`config.mk`:
```
export PLATFORM = sky130hd
export DESIGN_NAME = pipe_hazard_ctrl
export DESIGN_NICKNAME = d
export VERILOG_FILES = /design/src/rtl/pipe_hazard_ctrl.sv
export SDC_FILE = /design/constraint.sdc
export NUM_CORES = 1
export LEC_CHECK = 0
export ABC_AREA = 0
export CAP_MARGIN = 15
export CORE_MARGIN = 2
export CORE_UTILIZATION = 54
export DETAILED_ROUTE_END_ITERATION = 8
export HOLD_SLACK_MARGIN = 0.15
export PLACE_DENSITY = 0.86
export SYNTH_ARGS = -nofsm -noshare
export SYNTH_HDL_FRONTEND = slang
export SYNTH_SLANG_ARGS = --single-unit
```
`constraint.sdc`:
```
create_clock -name CLK -period 3.65 [get_ports CLK]
set_input_delay 0.5475 -clock CLK [delete_from_list [all_inputs] [get_ports CLK]]
set_output_delay 0.5475 -clock CLK [all_outputs]
set_load 0.1 [all_outputs]
```
`src/rtl/pipe_hazard_ctrl.sv`:
```
// Hazard scheduler for the 5-stage RV32I pipeline: load-use bubbles, EX redirects,
// D-memory wait states with a timeout watchdog, plus stall/flush/wait event counters.
module pipe_hazard_ctrl #(
  parameter int CNT_W       = 32,
  parameter int MEM_TIMEOUT = 64
) (
  input  logic             CLK,
  input  logic             RSTn,
  input  logic [4:0]       rs1_IFID,
  input  logic [4:0]       rs2_IFID,
  input  logic             useRs1_IFID,
  input  logic             useRs2_IFID,
  input  logic [4:0]       rd_IDEX,
  input  logic             isLoad_IDEX,
  input  logic             redirect_EX,
  input  logic             memReq_MEM,
  input  logic             memAck,
  output logic             PC_WE,
  output logic             IFID_WE,
  output logic             IDEX_WE,
  output logic             EXMEM_WE,
  output logic             MEMWB_WE,
  output logic             PC_SEL,
  output logic             IFID_FLUSH,
  output logic             IDEX_FLUSH,
  output logic             mem_err,
  output logic [CNT_W-1:0] stall_cnt,
  output logic [CNT_W-1:0] flush_cnt,
  output logic [CNT_W-1:0] wait_cnt
);

  localparam logic [1:0] RUN  = 2'd0;
  localparam logic [1:0] WAIT = 2'd1;
  localparam logic [1:0] ERR  = 2'd2;

  localparam int TW = (MEM_TIMEOUT < 2) ? 1 : $clog2(MEM_TIMEOUT);
  localparam logic [TW-1:0]    TIMER_LAST = TW'(MEM_TIMEOUT - 1);
  localparam logic [TW-1:0]    TIMER_ONE  = TW'(1);
  localparam logic [CNT_W-1:0] CNT_ONE    = CNT_W'(1);

  logic [1:0]    state;
  logic [1:0]    eff_state;
  logic [TW-1:0] timer;
  logic          load_use;
  logic          mem_busy;
  logic          do_stall;
  logic          do_flush;
  logic          do_wait;

  assign load_use = isLoad_IDEX && (rd_IDEX != 5'd0) &&
                    ((useRs1_IFID && (rs1_IFID == rd_IDEX)) ||
                     (useRs2_IFID && (rs2_IFID == rd_IDEX)));
  assign mem_busy = memReq_MEM && !memAck;

  // While reset is held the controls already behave as if the FSM were in RUN.
  assign eff_state = RSTn ? state : RUN;
  assign mem_err   = (state == ERR);

  always_comb begin
    PC_WE      = 1'b1;
    IFID_WE    = 1'b1;
    IDEX_WE    = 1'b1;
    EXMEM_WE   = 1'b1;
    MEMWB_WE   = 1'b1;
    PC_SEL     = 1'b0;
    IFID_FLUSH = 1'b0;
    IDEX_FLUSH = 1'b0;
    do_stall   = 1'b0;
    do_flush   = 1'b0;
    do_wait    = 1'b0;
    if (eff_state == ERR || mem_busy) begin
      PC_WE    = 1'b0;
      IFID_WE  = 1'b0;
      IDEX_WE  = 1'b0;
      EXMEM_WE = 1'b0;
      MEMWB_WE = 1'b0;
      do_wait  = (eff_state != ERR);
    end else if (redirect_EX) begin
      // The dependent instruction is squashed, so a redirect overrides load-use.
      PC_SEL     = 1'b1;
      IFID_FLUSH = 1'b1;
      IDEX_FLUSH = 1'b1;
      do_flush   = 1'b1;
    end else if (load_use) begin
      PC_WE      = 1'b0;
      IFID_WE    = 1'b0;
      IDEX_FLUSH = 1'b1;
      do_stall   = 1'b1;
    end
  end

  always_ff @(posedge CLK) begin
    if (!RSTn) begin
      state     <= RUN;
      timer     <= '0;
      stall_cnt <= '0;
      flush_cnt <= '0;
      wait_cnt  <= '0;
    end else begin
      case (state)
        RUN: begin
          timer <= '0;
          if (mem_busy) state <= WAIT;
        end
        WAIT: begin
          if (!mem_busy) begin
            state <= RUN;
            timer <= '0;
          end else if (timer == TIMER_LAST) begin
            state <= ERR;
          end else begin
            timer <= timer + TIMER_ONE;
          end
        end
        default: state <= ERR;
      endcase
      if (do_stall) stall_cnt <= stall_cnt + CNT_ONE;
      if (do_flush) flush_cnt <= flush_cnt + CNT_ONE;
      if (do_wait)  wait_cnt  <= wait_cnt + CNT_ONE;
    end
  end

endmodule

```
==> reports/metrics.yaml <==
outcome:
  status: "completed"
final_layout:
  antenna_cells: 0
  final_cell_mix: "clkdlybuf4s50_1 (118), dfxtp_1 (104), nor2_1 (64), xnor2_1 (51), nand2_1 (43)"
  area_growth_pct: 29.4
  drive_gt1_share_pct: 6.93
  final_common_cell: "clkdlybuf4s50_1"
  nNetsFinal: 772
sta:
  hold_slack_ns: 0.475
  worst_pin_slew_ns: 1.02
  tns_ns: 0
  hold_viol: 0
  slew_headroom_pct: 31.6
  fmax_mhz: 321
  slew_viol_final: 0
  finClkSkew_ns: 0.0169
  finalSetupViolations: 0
  fin_crit_sh_pct: 85.5
  min_period_ns: 3.12
  rsz0062_at_grt: "false"
grt:
  antenna_found_initial: 0
  grt_pass1_wl_um: 22200
  grt-ovfl-total: 0
  grt_max_degree: 39
  grt_pass1_vias: 4738
  grt_use_total_pct: 25.5
clock_network:
  cts_tree: "yes"
  htreeDepth: 3
  cts_buffer_depth: 2
  clkSinkCount: 104
  clk_pin_slew_worst_paths_ns: 0.11
  post_cts_buffers: 0
  numCtsBuffers: 9
  cts_root_buffer: "clkbuf_8"
  postCtsHoldBufs: 0
  clkLatencyLatePin_ns: 0.37
  ctsResizeCount: 0
placed_design:
  port_buffers: 127
  dp_hpwl_um: 9910
  place.gp.congestion: 0.940
yosys:
  syn-num-nets: 668
  ys.flop_type: "dfxtp_1"
  syn-cell-area_sq_um: 5340
  yosys_warnings: 0
  ys_ff_latch: 104
  synth-async-reset-ratio_pct: 0
  syn_avg_cell_area_sq_um: 8.34
  yosysSeqAreaShare_pct: 39.0
  synth_cells: 641
  synth.distinct_cells: 54
  synth_edf_count: 0
setup_path:
  cp-start-kind: "input port"
  arrival_ns: 2.57
  cp.required_ns: 3.10
  endpoint_kind: "primary output"
  crit_type: "in -> out"
  worstPathMaxFanout: 4
  r2r_cells: 5
drt:
  ant_nets: 0
  routedWlPerCell_um: 15.9
  wirelength_um: 14000
  dr.pass1.iters: 5
  vias_per_cell: 6.00
  drc: 0
  num_vias: 5294
  drt_iter0_drc: 267
run:
  drv_cap: 0
die:
  initial_utilization_pct: 55.2
  die_w_um: 103
  die_area_sq_um: 10700
  ioPinCount: 128
  core_area_sq_um: 9680
  num_rows: 36
  die_h_um: 103
hold_path:
  hold_depth: 2
  hold_class: "reg -> reg"
power_and_ir_drop:
  p_leak_nw: 2.15
  power.density_nw_per_um2: 297
  vdd_drop_max_mv: 0.200
==> Yosys cell counts (8+ instances only) <==
master      n  area share (%)
a21oi_1    33             3.1
and4_1      9             1.5
clkbuf_1   31             2.2
dfxtp_1   104              39
inv_1      16             1.1
nand2_1    43             3.0
nand2b_1   16             1.9
nand3_1    38             3.6
nand4_1    29             3.4
nor2_1     65             4.6
nor3_1     28             2.6
nor4_1     27             3.2
o21ai_0    13             1.2
o31ai_1    16             2.2
or3_1       8            0.94
or4_1      18             2.5
xnor2_1    51             8.4
xor2_1     13             2.1
==> power by group <==
group          internal [mW]  switching [mW]
sequential              1.14         0.00454
combinational         0.0672           0.137
clock                  0.265           0.441
==> flip-flops by register name, indices dropped and copies added (netlist names) <==
register,count
wait_cnt,32
stall_cnt,32
timer,6
state,2
flush_cnt,32
==> critical path: stages <==
cell and delay [ns]:
clkdlybuf4s50_1 0.47, or4_1 0.56, o21ai_0 0.44, nor3_1 0.11, nor2_2 0.22, buf_12 0.21
==> layer usage <==
layer / wire (um) / GRT usage (%)
met3: 906 / 6.25
met5: 0 / 0
met1: 5950 / 32.4
met4: 199 / 6.17
met2: 6970 / 43.8
==> final timing paths <==
| path | startpoint | endpoint | slack (ns) |
|---|---|---|---|
| max | rd_IDEX[1] | IFID_WE | 0.53 |
| min | stall_cnt[31] | stall_cnt[31] | 0.48 |
| max reg2reg | flush_cnt[4] | flush_cnt[30] | 1.05 |
| min reg2reg | stall_cnt[31] | stall_cnt[31] | 0.48 |
==> cell type report <==
class | instances | area [sq um]
Tap cell | 133 | 166
Clock inverter | 7 | 62.6
Timing Repair Buffer | 137 | 1420
Sequential cell | 104 | 2080
Inverter | 18 | 67.6
Fill cell | 778 | 2770
Multi-Input combinational cell | 475 | 2990
Clock buffer | 9 | 124
==> cell families (layout without fill, tap and decap cells) <==
| logic type | count (synthesis) | after routing | share of synthesized area [%] |
|---|---|---|---|
| simple gates | 312 | 312 | 32.4 |
| flops | 104 | 104 | 39.0 |
| compound gates | 87 | 87 | 10.5 |
| xor+xnor | 64 | 64 | 10.5 |
| buf+inv | 62 | 171 | 5.27 |
| mux | 8 | 8 | 1.52 |
| fa+ha+maj | 4 | 4 | 0.937 |
==> stage by stage <==
stage | utilization [%] | instances | cell area (sq um) | power [mW] | worst slack (ns)
after global routing | 71.4 | 883 | 6920 | 2.12 | 0.356
after global placement | 69.5 | 867 | 6730 | 1.37 | 0.611
final | 71.4 | 883 | 6920 | 2.05 | 0.531
after floorplan | - | 641 | 5350 | 1.30 | 0.180
after CTS | 71.4 | 883 | 6920 | 2.06 | 0.532
after detailed placement | 69.5 | 867 | 6730 | 1.37 | 0.544
Note: power is estimated with default switching activity, not from simulation.
